## src/rtl/alu_share_if.sv

```systemverilog
// Bundle between the two requesters, the shared ALU and the arbiter.
// slave  : arbiter side (takes requests and ALU result, drives ALU operands and responses)
// master : environment side (requesters plus the ALU instance)
// Signals: req0/req1, a0/a1, b0/b1, fsel0/fsel1 (requests and operands),
//          alu_a/alu_b/alu_fsel (to ALU), alu_o (from ALU),
//          ack0/ack1 (one-cycle response), res (captured result), busy.
interface alu_share_if #(
  parameter int unsigned DW_IN  = 4,
  parameter int unsigned DW_OUT = 8
) ();
  logic              req0;
  logic              req1;
  logic [DW_IN-1:0]  a0;
  logic [DW_IN-1:0]  a1;
  logic [DW_IN-1:0]  b0;
  logic [DW_IN-1:0]  b1;
  logic [1:0]        fsel0;
  logic [1:0]        fsel1;
  logic [DW_IN-1:0]  alu_a;
  logic [DW_IN-1:0]  alu_b;
  logic [1:0]        alu_fsel;
  logic [DW_OUT-1:0] alu_o;
  logic              ack0;
  logic              ack1;
  logic [DW_OUT-1:0] res;
  logic              busy;

  modport slave (
    input  req0, req1, a0, a1, b0, b1, fsel0, fsel1, alu_o,
    output alu_a, alu_b, alu_fsel, ack0, ack1, res, busy
  );

  modport master (
    output req0, req1, a0, a1, b0, b1, fsel0, fsel1, alu_o,
    input  alu_a, alu_b, alu_fsel, ack0, ack1, res, busy
  );
endinterface

```

## src/rtl/alu_share_arbiter.sv

```systemverilog
// Round-robin arbiter sharing one registered ALU between two requesters.
// Grants in IDLE, holds operands for ALU_LAT+1 cycles in WAIT, captures the
// ALU result and pulses the winner's ack for one cycle in RESP.
// Ports: clk, rst (synchronous, active-low), bus (alu_share_if.slave).
// Parameter: ALU_LAT = ALU latency in cycles (0..15).
module alu_share_arbiter #(
  parameter int unsigned ALU_LAT = 1
) (
  input  logic       clk,
  input  logic       rst,
  alu_share_if.slave bus
);
  localparam int unsigned CW = 4;

  typedef enum logic [1:0] {
    IDLE = 2'd0,
    WAIT = 2'd1,
    RESP = 2'd2
  } state_t;

  state_t        state;
  logic [CW-1:0] cnt;
  logic          ptr;   // requester favoured on contention
  logic          win;   // requester owning the in-flight op
  logic          pick1_c;

  // req1 wins when it is alone or when both request and the pointer favours it
  assign pick1_c = bus.req1 && (!bus.req0 || ptr);

  // Arbitration FSM with registered outputs
  always_ff @(posedge clk) begin
    if (!rst) begin
      state        <= IDLE;
      cnt          <= '0;
      ptr          <= 1'b0;
      win          <= 1'b0;
      bus.alu_a    <= '0;
      bus.alu_b    <= '0;
      bus.alu_fsel <= '0;
      bus.res      <= '0;
      bus.ack0     <= 1'b0;
      bus.ack1     <= 1'b0;
      bus.busy     <= 1'b0;
    end else begin
      bus.ack0 <= 1'b0;
      bus.ack1 <= 1'b0;
      case (state)
        IDLE: begin
          if (bus.req0 || bus.req1) begin
            win          <= pick1_c;
            bus.alu_a    <= pick1_c ? bus.a1    : bus.a0;
            bus.alu_b    <= pick1_c ? bus.b1    : bus.b0;
            bus.alu_fsel <= pick1_c ? bus.fsel1 : bus.fsel0;
            cnt          <= CW'(ALU_LAT);
            state        <= WAIT;
            bus.busy     <= 1'b1;
          end
        end
        WAIT: begin
          if (cnt == '0) begin
            bus.res  <= bus.alu_o;
            bus.ack0 <= !win;
            bus.ack1 <= win;
            state    <= RESP;
          end else begin
            cnt <= cnt - CW'(1);
          end
        end
        RESP: begin
          ptr      <= !win;
          state    <= IDLE;
          bus.busy <= 1'b0;
        end
        default: begin
          state    <= IDLE;
          bus.busy <= 1'b0;
        end
      endcase
    end
  end
endmodule

```

## src/flat_wrapper.sv

```systemverilog
// flat-port wrapper written by rule: the top's interface ports become plain ports
module alu_share_arbiter_flat 
#(
  parameter int unsigned ALU_LAT = 1
)
  (clk, rst, bus_req0, bus_req1, bus_a0, bus_a1, bus_b0, bus_b1, bus_fsel0, bus_fsel1, bus_alu_o, bus_alu_a, bus_alu_b, bus_alu_fsel, bus_ack0, bus_ack1, bus_res, bus_busy);
  alu_share_if #(.DW_IN(4), .DW_OUT(8)) bus_i ();
  input  logic clk;
  input  logic rst;
  input wire logic [$bits(bus_i.req0)-1:0] bus_req0;
  input wire logic [$bits(bus_i.req1)-1:0] bus_req1;
  input wire logic [$bits(bus_i.a0)-1:0] bus_a0;
  input wire logic [$bits(bus_i.a1)-1:0] bus_a1;
  input wire logic [$bits(bus_i.b0)-1:0] bus_b0;
  input wire logic [$bits(bus_i.b1)-1:0] bus_b1;
  input wire logic [$bits(bus_i.fsel0)-1:0] bus_fsel0;
  input wire logic [$bits(bus_i.fsel1)-1:0] bus_fsel1;
  input wire logic [$bits(bus_i.alu_o)-1:0] bus_alu_o;
  output wire logic [$bits(bus_i.alu_a)-1:0] bus_alu_a;
  output wire logic [$bits(bus_i.alu_b)-1:0] bus_alu_b;
  output wire logic [$bits(bus_i.alu_fsel)-1:0] bus_alu_fsel;
  output wire logic [$bits(bus_i.ack0)-1:0] bus_ack0;
  output wire logic [$bits(bus_i.ack1)-1:0] bus_ack1;
  output wire logic [$bits(bus_i.res)-1:0] bus_res;
  output wire logic [$bits(bus_i.busy)-1:0] bus_busy;
  assign bus_i.req0 = bus_req0;
  assign bus_i.req1 = bus_req1;
  assign bus_i.a0 = bus_a0;
  assign bus_i.a1 = bus_a1;
  assign bus_i.b0 = bus_b0;
  assign bus_i.b1 = bus_b1;
  assign bus_i.fsel0 = bus_fsel0;
  assign bus_i.fsel1 = bus_fsel1;
  assign bus_i.alu_o = bus_alu_o;
  assign bus_alu_a = bus_i.alu_a;
  assign bus_alu_b = bus_i.alu_b;
  assign bus_alu_fsel = bus_i.alu_fsel;
  assign bus_ack0 = bus_i.ack0;
  assign bus_ack1 = bus_i.ack1;
  assign bus_res = bus_i.res;
  assign bus_busy = bus_i.busy;
  alu_share_arbiter #(.ALU_LAT(ALU_LAT)) u_core (.clk(clk), .rst(rst), .bus(bus_i));
endmodule
```

## config.mk

```make
export PLATFORM = sky130hd
export DESIGN_NAME = alu_share_arbiter_flat
export DESIGN_NICKNAME = d
export VERILOG_FILES = /design/src/rtl/alu_share_if.sv /design/src/rtl/alu_share_arbiter.sv /design/src/flat_wrapper.sv
export SDC_FILE = /design/constraint.sdc
export NUM_CORES = 1
export LEC_CHECK = 0
export CAP_MARGIN = 20
export CORE_AREA = 2 2 65 67
export CTS_CLUSTER_SIZE = 10
export DETAILED_ROUTE_END_ITERATION = 16
export DIE_AREA = 0 0 67 69
export PLACE_DENSITY_LB_ADDON = 0.25
export SLEW_MARGIN = 0
export SYNTH_ARGS = -nofsm -noshare
export SYNTH_HDL_FRONTEND = slang
export SYNTH_SLANG_ARGS = --single-unit
```

## constraint.sdc

```tcl
create_clock -name clk -period 2 [get_ports clk]
set_clock_uncertainty 0.1 [all_clocks]
set_input_delay 0.4 -clock clk [delete_from_list [all_inputs] [get_ports clk]]
set_output_delay 0.4 -clock clk [all_outputs]
set_load 0.02 [all_outputs]
```

==> flow_summary.ini, run 1 <==
[grt]
grt_start_max_net_pins = 22
antenna_found_initial = 0
grt_pass1_wl_um = 6070
grt_overflow = 0
first_global_vias = 1331
grt_usage_pct = 17.0

[critical_path]
critical_path_class = reg2out
crit_cells = 1
cp_max_fo = 2
slowest_stage = clkdlybuf4s50_1
crit_arrival_ns = 1.25
crit_path_max_incr_delay_ns = 0.62
cpLargestDelayFamily = buffers and inverters
crit_chain = clkdlybuf4s50_1
critPathLaunchType = flip-flop
end_kind = output pin
ff2ff_path_depth = 3
crit_buf_inv = 1
cp.required_ns = 1.50

[clock_network]
cts_buffers = 5
cts_tree = yes
htreeDepth = 2
cts.sinks = 29
cts_root_buffer = clkbuf_8
path_clk_slew_ns = 0.06
cts_buffer_depth = 2
clock_latency_ns = 0.28
postCtsHoldBufs = 0

[die]
core_area_um2 = 3910
die_h_um = 69
die_area_um2 = 4620
rows = 23
die_w_um = 67
start_util_pct = 33.5
ios = 53

[synthesis]
synth-edff-count = 0
netlist_area_um2 = 1310
yosys.area.top_type_share_pct = 44.2
synth_compound_area_share_pct = 28.1
syn_avg_cell_area_um2 = 8.69
synthSimpleGateAreaFrac_pct = 19.7
yosys.area.top_type = dfxtp_1
ys_ff_latch = 29
synthMuxAreaShare_pct = 0
ys_types = 31
synthesis.nets = 185
synth-xor-area-share_pct = 0
synth_top_family_by_area = compound AO/OA/AOI/OAI gates
synth_most_common_cell = dfxtp_1
yosys.area_share.adder_pct = 1.91
synth.yosys.seq_area_share_pct = 44.2
synth_top_cells_by_count = dfxtp_1, a21oi_1, o21ai_0
ys_warn_count = 0
ys_top_cells_by_area = dfxtp_1, a21oi_1, o21ai_0
synth_cells = 151
ys_async_sr_fraction_pct = 0
synth_flop_cell = dfxtp_1

[timing]
period_share_pct = 87.6
setup_violations = 0
period_needed_ns = 1.75
timing.fmax_mhz = 571
grt_setup_unrepaired = false
finalSetupTns_ns = 0
final-hold-violation-count = 0
slew-limit-headroom_pct = 50.9
finalMaxSlewViolations = 0
worst_pin_slew_ns = 0.734

[power]
cellLeakagePower_uw = 0.000709
p_total_uw = 1880
power-per-cell-area_nw_per_um2 = 926
peakVddDrop_mv = 0.319

[run_status]
status = finished clean

[final_layout]
fin_nets = 239
post-route-util_pct = 51.8
drive_gt1_share_pct = 10.2
nFillCells = 396
n_antenna_cell = 0
syn2layout_area_growth_pct = 54.3
final_cell_count_no_fill = 256

[routing]
num_vias = 1347
postRouteWirelength_um = 3600
drc = 0
final_antenna_net_count = 0
wl_per_cell_um = 14.1
first_pass_iters = 5
viasPerCell = 5.26
drtIter0Drc = 53

[place]
placed_cells = 248
gp_congestion = 0.694
numPortBuffers = 52
hpwl_um = 2670

[job]
max_cap_violations = 0

[worst_hold_path]
min_path_cells = 2
hold_path_class = reg2reg
## sequential cells by signal (all words and copies together) (netlist names)
signal,flops
u_core.bus.ack0,1
u_core.bus.ack1,1
u_core.bus.alu_a,4
u_core.bus.alu_b,4
u_core.bus.alu_fsel,2
u_core.bus.busy,1
u_core.bus.res,8
u_core.cnt,4
u_core.ptr,1
u_core.state,2
u_core.win,1
## logic make-up (layout without fill, tap and decap cells)
kind of cell,count (synthesis),in the layout
flops,29,29
compound gates,61,61
buf+inv,19,74
fa+ha+maj,2,2
simple gates,40,40
## per-stage QoR
step                      cell area, um^2  hold slack (ns)  setup slack (ns)
after floorplan                      1310            0.324             0.505
after global placement               1900            0.361            0.0911
after detailed placement             1900            0.369            0.0181
after CTS                            2020            0.376             0.116
after global routing                 2030            0.407             0.117
final                                2030            0.375             0.247
## routing by layer
metal  vias up  routed length [um]  GRT usage [%]
met2        49                1790           28.4
li1        676                   -              -
met1       614                1460           19.4
met3         8                 293           5.87
met5         -                   0              0
met4         0                  61           7.03
## cell type report
| class | instances | area (um^2) | share of cell area (%) |
|---|---|---|---|
| multi-input cells | 103 | 659 | 32.6 |
| repair buffers | 61 | 588 | 29.0 |
| flip-flops and latches | 29 | 581 | 28.7 |
| clock buffers | 7 | 86.3 | 4.26 |
| well taps | 50 | 62.6 | 3.09 |
| clock inverters | 1 | 30.0 | 1.48 |
| inverters | 5 | 18.8 | 0.926 |
## what timing repair did
| item | in CTS | in global routing |
|---|---|---|
| buffers inserted | 0 | 0 |
| gates resized for setup | 0 | 1 |
| endpoints found under the setup margin | 0 | 3 |
## report_power, final
part	total [uW]	internal [uW]	leakage, uW	switching [uW]
clock	619	405	0.0000585	214
combinational	551	263	0.000412	287
sequential	706	651	0.000238	54.7
## worst paths after layout
kind | from | to | slack [ns]
setup / recovery | u_core.bus.alu_b[2]$_SDFFE_PN0P_ | bus_alu_b[2] | 0.25
hold / removal | u_core.bus.res[1]$_SDFFE_PN0P_ | u_core.bus.res[1]$_SDFFE_PN0P_ | 0.37
setup reg to reg | u_core.state[1]$_SDFFE_PN0P_ | u_core.bus.alu_b[2]$_SDFFE_PN0P_ | 0.26
hold reg to reg | u_core.bus.res[1]$_SDFFE_PN0P_ | u_core.bus.res[1]$_SDFFE_PN0P_ | 0.37
## cells in the final DEF, fill, tap and decap left out, drive strengths merged
master         synthesis  routed
nor2b                  1       1
o21a                   3       3
nand3b                10      10
o221ai                 2       2
or2                    2       2
nor4                   2       2
or3                    3       3
dfxtp                 29      29
nand3                  9       9
inv                    4       4
and4b                  1       1
and2                   2       2
buf                    5       9
clkdlybuf4s50          0      52
bufinv                 0       1
a31oi                  2       2
ha                     2       2
o311ai                 1       1
nor3                   1       1
nor2                   4       4
o21ai                 20      20
nor3b                  1       1
clkbuf                 9       7
nand2b                 1       1
and2b                  2       2
a21oi                 21      21
clkinv                 1       1
a2111oi                1       1
or3b                   1       1
a311oi                10      10
o22ai                  1       1
## worst min-delay path, stage by stage (launching register included)
cell and delay [ns]:
dfxtp_1 0.30, o21ai_0 0.06, a21oi_1 0.06
(Power assumes the default switching activity.)
==> inputs of run 2 (changes only) <==
REMOVE_ABC_BUFFERS = 1   (was not set)
==> run 2 against run 1 <==
Wire length increased by 0.25%. Combinational power about the same. Global-route usage decreased by 0.49 points. Cell count decreased by 0.39%. Worst hold slack improved by 0.00052 ns. Final area decreased by 1.1%.
==> flow_summary.ini, run 2 (synthesis gave the netlist of run 1 again) <==
[run_status]
status = finished clean

[final_layout]
final_cell_mix = clkdlybuf4s50_1, dfxtp_1, a21oi_1
final_cell_count_no_fill = 255
fin_nets = 238
regMostFlops = u_core.bus.res
n_antenna_cell = 0
multi_input_area_um2 = 659
drive_gt1_share_pct = 10.2
layout_commonest_cell = clkdlybuf4s50_1
register_area_um2 = 581
syn2layout_area_growth_pct = 52.6
nFillCells = 368
design_area_um2 = 2000
largest_reg_flops = 8

[routing]
final_antenna_net_count = 0
num_vias = 1367
postRouteWirelength_um = 3610
viasPerCell = 5.36
first_pass_iters = 4
wl_per_cell_um = 14.2
drc = 0
drtIter0Drc = 27

[die]
die_area_um2 = 4620
start_util_pct = 33.5
die_h_um = 69
die_w_um = 67
core_area_um2 = 3910
ios = 53
rows = 23

[place]
gp_congestion = 0.759
placed_cells = 247
placed_cell_area_um2 = 1900
numPortBuffers = 52
dp_slack_ns = -0.0415
hpwl_um = 2590

[critical_path]
crit_arrival_ns = 1.77
end_kind = flip-flop
critPathLaunchType = flip-flop
cp_max_fo = 11
cp.required_ns = 2.02
critical_path_class = reg2reg

[timing]
period_share_pct = 87.4
slew-limit-headroom_pct = 50.5
fin_ws_ns = 0.253
final-hold-violation-count = 0
worst_pin_slew_ns = 0.740
whs_ns = 0.375
grt_setup_unrepaired = false
finalMaxSlewViolations = 0
setup_violations = 0
timing.fmax_mhz = 572
period_needed_ns = 1.75
finalSetupTns_ns = 0

[job]
max_cap_violations = 0

[grt]
grt_pass1_wl_um = 6010
antenna_found_initial = 0
grt_start_max_net_pins = 22
grt_usage_pct = 16.5
grt_overflow = 0
first_global_vias = 1400

[power]
peakVddDrop_mv = 0.456
power-per-cell-area_nw_per_um2 = 888
cellLeakagePower_uw = 0.000700

[clock_network]
post-cts-setup-buffers = 0
clock_latency_ns = 0.28
cts_root_buffer = clkbuf_8
path_clk_slew_ns = 0.06
cts_tree = yes
cts_buffer_depth = 2
cts.sinks = 29
cts_buffers = 5
htreeDepth = 2

[worst_hold_path]
hold_path_class = reg2reg
==> run 2: report_power, final <==
part           switching (uW)  internal [uW]
sequential               55.3            651
combinational             286            262
clock                     214            310
total                     556           1220
==> run 2: path summary, 6_finish.rpt <==
check,startpoint,slack [ns],cells past startpoint,endpoint
setup / recovery,u_core.state[1]$_SDFFE_PN0P_,0.25,3,u_core.bus.alu_b[0]$_SDFFE_PN0P_
hold / removal,u_core.bus.res[5]$_SDFFE_PN0P_,0.38,2,u_core.bus.res[5]$_SDFFE_PN0P_
hold reg to reg,u_core.bus.res[5]$_SDFFE_PN0P_,0.38,2,u_core.bus.res[5]$_SDFFE_PN0P_
setup reg to reg,u_core.state[1]$_SDFFE_PN0P_,0.25,3,u_core.bus.alu_b[0]$_SDFFE_PN0P_
==> run 2: per-stage QoR <==
step | total power, uW | utilization (%)
after global routing | 1890 | 51.2
final | 1780 | 51.2
after CTS | 1790 | 51.0
after global placement | 1240 | 48.4
after detailed placement | 1260 | 48.4
after floorplan | 997 | -
==> run 2: per-layer routing <==
layer / routed length [um] / track usage, % / share of wire [%]
met2: 1840 / 30.7 / 51
met4: 58 / 6.12 / 1.6
met1: 1460 / 17.2 / 41
met5: 0 / 0 / 0
met3: 245 / 4.08 / 6.8
==> run 2: area by class of cell <==
type                    instances  area share, %
multi-input cells             103           32.9
flip-flops and latches         29           29.0
repair buffers                 60           29.0
clock buffers                   7           4.81
well taps                      50           3.12
inverters                       5          0.937
clock inverters                 1          0.250
==> run 2: critical path: stages (launching register included) <==
cell	delay [ns]
dfxtp_1	0.36
or2_1	0.32
nor2_1	0.61
a311oi_1	0.19
==> run 2: what timing repair did <==
action / 4_1_cts / 5_1_grt
gates resized for setup: 0 / 1
hold buffers: 0 / 0
setup endpoints to repair: 0 / 1
